===== config.mk =====
export PLATFORM = sky130hd
export DESIGN_NAME = fifo_wr_arbiter
export DESIGN_NICKNAME = d
export VERILOG_FILES = /design/src/rtl/fifo_wr_arbiter.sv
export SDC_FILE = /design/constraint.sdc
export NUM_CORES = 1
export LEC_CHECK = 0
export ABC_AREA = 1
export CORE_MARGIN = 5
export CORE_UTILIZATION = 37
export CTS_CLUSTER_DIAMETER = 50
export CTS_CLUSTER_SIZE = 20
export DETAILED_ROUTE_END_ITERATION = 16
export MAX_ROUTING_LAYER = met4
export PLACE_DENSITY = 0.78
export SYNTH_ARGS = -nofsm -noshare
export SYNTH_HDL_FRONTEND = slang
export SYNTH_SLANG_ARGS = --single-unit

===== constraint.sdc =====
create_clock -name wr_clk -period 1.7 [get_ports wr_clk]
set_input_delay 0.255 -clock wr_clk [delete_from_list [all_inputs] [get_ports wr_clk]]
set_output_delay 0.255 -clock wr_clk [all_outputs]
set_load 0.005 [all_outputs]

===== src/rtl/fifo_wr_arbiter.sv =====
// rtl/fifo_wr_arbiter.sv - round-robin burst arbiter for the shared FIFO write port
module fifo_wr_arbiter #(
  parameter int data_width = 8,
  parameter int num_req    = 4,
  parameter int max_burst  = 4
) (
  input  logic                          wr_clk,
  input  logic                          rst,
  input  logic [num_req-1:0]            req_valid,
  input  logic [num_req*data_width-1:0] req_data,
  output logic [num_req-1:0]            req_ack,
  output logic [num_req-1:0]            gnt,
  input  logic                          full,
  output logic                          wr,
  output logic [data_width-1:0]         wdata,
  output logic                          stall
);

  localparam int ptr_w  = $clog2(num_req);
  localparam int bcnt_w = $clog2(max_burst + 1);

  localparam logic [0:0] s_idle  = 1'b0;
  localparam logic [0:0] s_burst = 1'b1;

  logic [0:0]         state_q, state_d;
  logic [num_req-1:0] gnt_q, gnt_d;
  logic [ptr_w-1:0]   ptr_q, ptr_d;
  logic [bcnt_w-1:0]  bcnt_q, bcnt_d;

  int   g_idx;
  int   cand;
  logic held;
  logic sel_valid;
  logic found;
  logic rel;

  // gnt_q is one-hot or zero, so the last set bit is the granted index.
  always_comb begin
    g_idx = 0;
    for (int i = 0; i < num_req; i++) begin
      if (gnt_q[i]) g_idx = i;
    end
  end

  assign held      = |gnt_q;
  assign sel_valid = |(gnt_q & req_valid);
  assign wr        = sel_valid & ~full & ~rst;
  assign stall     = sel_valid & full & ~rst;
  assign req_ack   = wr ? gnt_q : '0;
  assign wdata     = held ? req_data[g_idx*data_width +: data_width] : '0;
  assign gnt       = gnt_q;

  always_comb begin
    state_d = state_q;
    gnt_d   = gnt_q;
    ptr_d   = ptr_q;
    bcnt_d  = bcnt_q;
    found   = 1'b0;
    cand    = 0;
    rel     = 1'b0;
    case (state_q)
      s_idle: begin
        // First valid requester at or after ptr, wrapping around.
        for (int i = 0; i < num_req; i++) begin
          cand = (int'(ptr_q) + i) % num_req;
          if (!found && req_valid[cand]) begin
            found       = 1'b1;
            gnt_d       = '0;
            gnt_d[cand] = 1'b1;
          end
        end
        if (found) begin
          bcnt_d  = '0;
          state_d = s_burst;
        end
      end
      s_burst: begin
        rel = ~sel_valid;
        if (wr) begin
          bcnt_d = bcnt_q + 1'b1;
          if (bcnt_d == bcnt_w'(max_burst)) rel = 1'b1;
        end
        if (rel) begin
          gnt_d   = '0;
          ptr_d   = (g_idx == num_req - 1) ? '0 : ptr_w'(g_idx + 1);
          state_d = s_idle;
        end
      end
      default: begin
        gnt_d   = '0;
        state_d = s_idle;
      end
    endcase
  end

  always_ff @(posedge wr_clk) begin
    if (rst) begin
      state_q <= s_idle;
      gnt_q   <= '0;
      ptr_q   <= '0;
      bcnt_q  <= '0;
    end else begin
      state_q <= state_d;
      gnt_q   <= gnt_d;
      ptr_q   <= ptr_d;
      bcnt_q  <= bcnt_d;
    end
  end

endmodule

==> metrics.md <==
| Metric | Value |
|---|---|
| Comb pwr share | `between 80% and 90%` |
| # rows | `20` |
| Final net count | `between 300 and 400` |
| Crit path cell chain | `nor2_4, clkinv_2, buf_6, nor3_2, buf_4, buf_6, a21oi_2, buf_2` |
| Detailed Route Iter0 Violations | `64` |
| Slowest stage cell, crit path | `dfxtp_4` |
| Hold-fix buffers, CTS | `0` |
| Vias in the first global route | `roughly 1.6k` |
| RSZ-0062 raised after global routing | `yes` |
| Layout area overhead | `85.2%` |
| GRT Total Usage | `20.1%` |
| Drt wl/cell | `between 10 and 15 um` |
| Initial antenna violation count | `0` |
| Max-slew violations | `0` |
| Share of cells above drive strength 1 | `about a third` |
| Fmax achieved | `570 MHz` |
| Final wirelength | `4520 um` |
| Setup violations, final | `10` |
| Critical path class | `flip-flop to primary output` |
| Buffers added on ports | `56` |
| CP required | `1.44 ns` |
| Synth Warn # | `0` |
| CTS tree | `done` |
| Worst-path clk slew | `around 0.070 ns` |
| CP arrival | `1.50 ns` |
| Slowest cell delay on critical path | `between 0.3 and 0.4 ns` |
| Flop pwr share | `around 11%` |
| Internal Power | `approximately 0.0018 W` |
| Initial Utilization | `38.9%` |
| Final min period | `between 1.5 and 2 ns` |
| Outcome | `complete, but fails checks` |
| Root Driver | `clkbuf_4` |
| Synth Instances | `216` |
| Post-route ant nets | `0` |
| Fin util | `72.0%` |
| Remaining DRCs | `0` |
| Post-placement setup slack | `-0.360 ns` |
| Mapped Area | `between 1000 and 1500 um^2` |
| Vias per inst | `4.97` |
| Drt pass-1 iters | `4` |
| Core area | `3080 um^2` |
| Failing checks | `negative setup slack` |
| CTS Buffer Depth | `2` |
| Max_slew headroom | `between 80% and 90%` |
| Crit-path max FO | `5` |
| Critical Path End Type | `primary output` |
| # IOs | `57` |
| Die X | `66.9 um` |
| Worst setup margin | `-0.0553 ns` |
| CP Launch Point | `gnt[3]` |
| Final GP Congestion | `approximately 0.82` |
| Leak pwr | `1.06 nW` |
| Largest net degree at the start of global routing | `11` |
| Avg Cell Area, Syn | `about 5.5 um^2` |
| Delay-heaviest family, CP | `buffers and inverters` |
| # fillers | `approximately 250` |
| NetSw | `about 0.0018 W` |
| Finished layout cell area | `2220 um^2` |
| Hold path start | `bcnt_q[1]` |
| Final Power | `about 0.0037 W` |
| Final hold violation count | `0` |
| CTS sink cnt | `10` |
| Least-Margin Pin Slew | `0.285 ns` |
| Clock Skews | `roughly 0.0028 ns` |
| Worst Hold Class | `flip-flop to flip-flop` |
| Cell variety after synth | `23` |
| Buf/Inv on CP | `5` |
| H-tree depth | `1` |
| Number of CTS-inserted buffers | `3` |
| Fin Hold WS | `roughly 0.5 ns` |
| PD cells | `between 1500 and 2000 nW/um^2` |
| FF+latch count, synth | `10` |
| Max-cap viol count | `0` |
| Most frequent cells in the layout | `nor2_1, clkdlybuf4s50_1, nand2_1` |
| Commonest non-fill, non-tap cell in the layout | `nor2_1` |
| Worst R2R Start | `gnt[2]` |
| Total gr overflow | `0` |
| Die ar. | `~4500 um^2` |
| Top cell by count, worst path | `buf_6` |
| Clock power frac | `roughly 4.7%` |
| Worst vdd ir | `between 0.7 and 0.8 mV` |
| Worst-Skew Late Latency | `about 0.27 ns` |
| Die Ht | `66.9 um` |
| Dpl hpwl | `around 3400 um` |
| Seq/Total Area, Yosys | `around 17%` |
| Tcrit/Tclk final | `103%` |
| Worst setup SP type | `flip-flop` |
| DR vias | `between 1.5k and 2k` |
| Syn_nets | `~260` |
| Antenna cells | `0` |
| First-pass GRT wire length | `~6900 um` |
| Dpl cell area | `2020 um^2` |
| Switch share | `~49%` |
[registers in the layout (all words and copies together), names as in the netlist]
name	cells
gnt	4
bcnt_q	3
ptr_q	2
state_q	1
[through the flow]
step	std cells	setup TNS, ns
floorplan	216	0
global placement	342	-4.15
detailed placement	342	-4.51
CTS	357	-0.0412
global route	356	-1.21
finish	356	-0.336
[worst register-to-register path: cells and delay by family, from the launching register on]
family,cells,cell delay [ns]
and+or+nand+nor,6,0.63
buffers and inverters,3,0.47
DFF,1,0.36
AOI/OAI and AO/OA,1,0.10
[metal layers]
layer  GRT usage (%)  part of all wire, %  vias to the layer above
li1                -                    -                      907
met1            24.9                   44                      802
met2            33.5                   47                       56
met3            3.54                  7.6                        5
met4            5.57                 0.89                        0
met5               -                    0                        -
[synth_stat cells]
cell type / n / area, um^2
nand4_1: 1 / 6.26
nand2_4: 1 / 11.3
buf_2: 1 / 5.00
a21oi_1: 19 / 95.1
ha_1: 6 / 75.1
nor2_1: 48 / 180
nand3_4: 1 / 17.5
xor2_1: 1 / 8.76
nor2_2: 2 / 12.5
o21ai_0: 18 / 90.1
nand3_2: 2 / 20.0
nor3_2: 1 / 10.0
o21ai_4: 1 / 16.3
inv_2: 1 / 3.75
inv_1: 18 / 67.6
clkbuf_1: 1 / 3.75
clkinv_1: 2 / 7.51
nand3_1: 29 / 145
a211oi_1: 1 / 7.51
nand4_2: 1 / 12.5
nand2_2: 4 / 25.0
dfxtp_1: 10 / 200
nand2_1: 47 / 176
[final cells by class]
| type | count | area, um^2 | area share (%) |
|---|---|---|---|
| inverters | 21 | 81.3 | 3.67 |
| repair buffers | 94 | 830 | 37.4 |
| well taps | 44 | 55.1 | 2.48 |
| clock buffers | 3 | 22.5 | 1.02 |
| flip-flops and latches | 10 | 210 | 9.48 |
| multi-input cells | 184 | 1020 | 45.9 |
[final timing paths]
path / end / slack, ns / depth (start not counted)
worst max-delay path: wdata[7] / -0.06 / 8
worst min-delay path: bcnt_q[1] / 0.50 / 2
worst max register to register: gnt[3] / 0.08 / 10
worst min register to register: bcnt_q[1] / 0.50 / 2
[cells by family (layout without fill, tap and decap cells)]
kind of cell               count (synthesis)  count (layout)  synth area share (%)
DFF                                       10              10                  16.7
AOI/OAI and AO/OA                         39              40                  17.5
and+or+nand+nor                          137             137                  51.5
buffers and inverters                     23             118                  7.31
xor gates and xnor gates                   1               1                 0.732
adders and majority gates                  6               6                  6.27
[power groups by stage]
| stage | clock network [W] | registers (W) | logic, W |
|---|---|---|---|
| after global routing | 0.000186 | 0.000411 | 0.00340 |
| after CTS | 0.000167 | 0.000390 | 0.00281 |
| after global placement | 0 | 0.000373 | 0.00260 |
| final | 0.000171 | 0.000400 | 0.00309 |
| after floorplan | 0 | 0.000380 | 0.00141 |
| after detailed placement | 0 | 0.000371 | 0.00263 |
[what timing repair did]
| item | in CTS | in global routing |
|---|---|---|
| hold endpoints to repair | 0 | 0 |
| gates resized for setup | 76 | 34 |
| pin swaps | 9 | 8 |
| setup endpoints to repair | 20 | 23 |
| buffers inserted | 11 | 0 |
| gates cloned | 1 | 0 |
(Power assumes the default switching activity.)
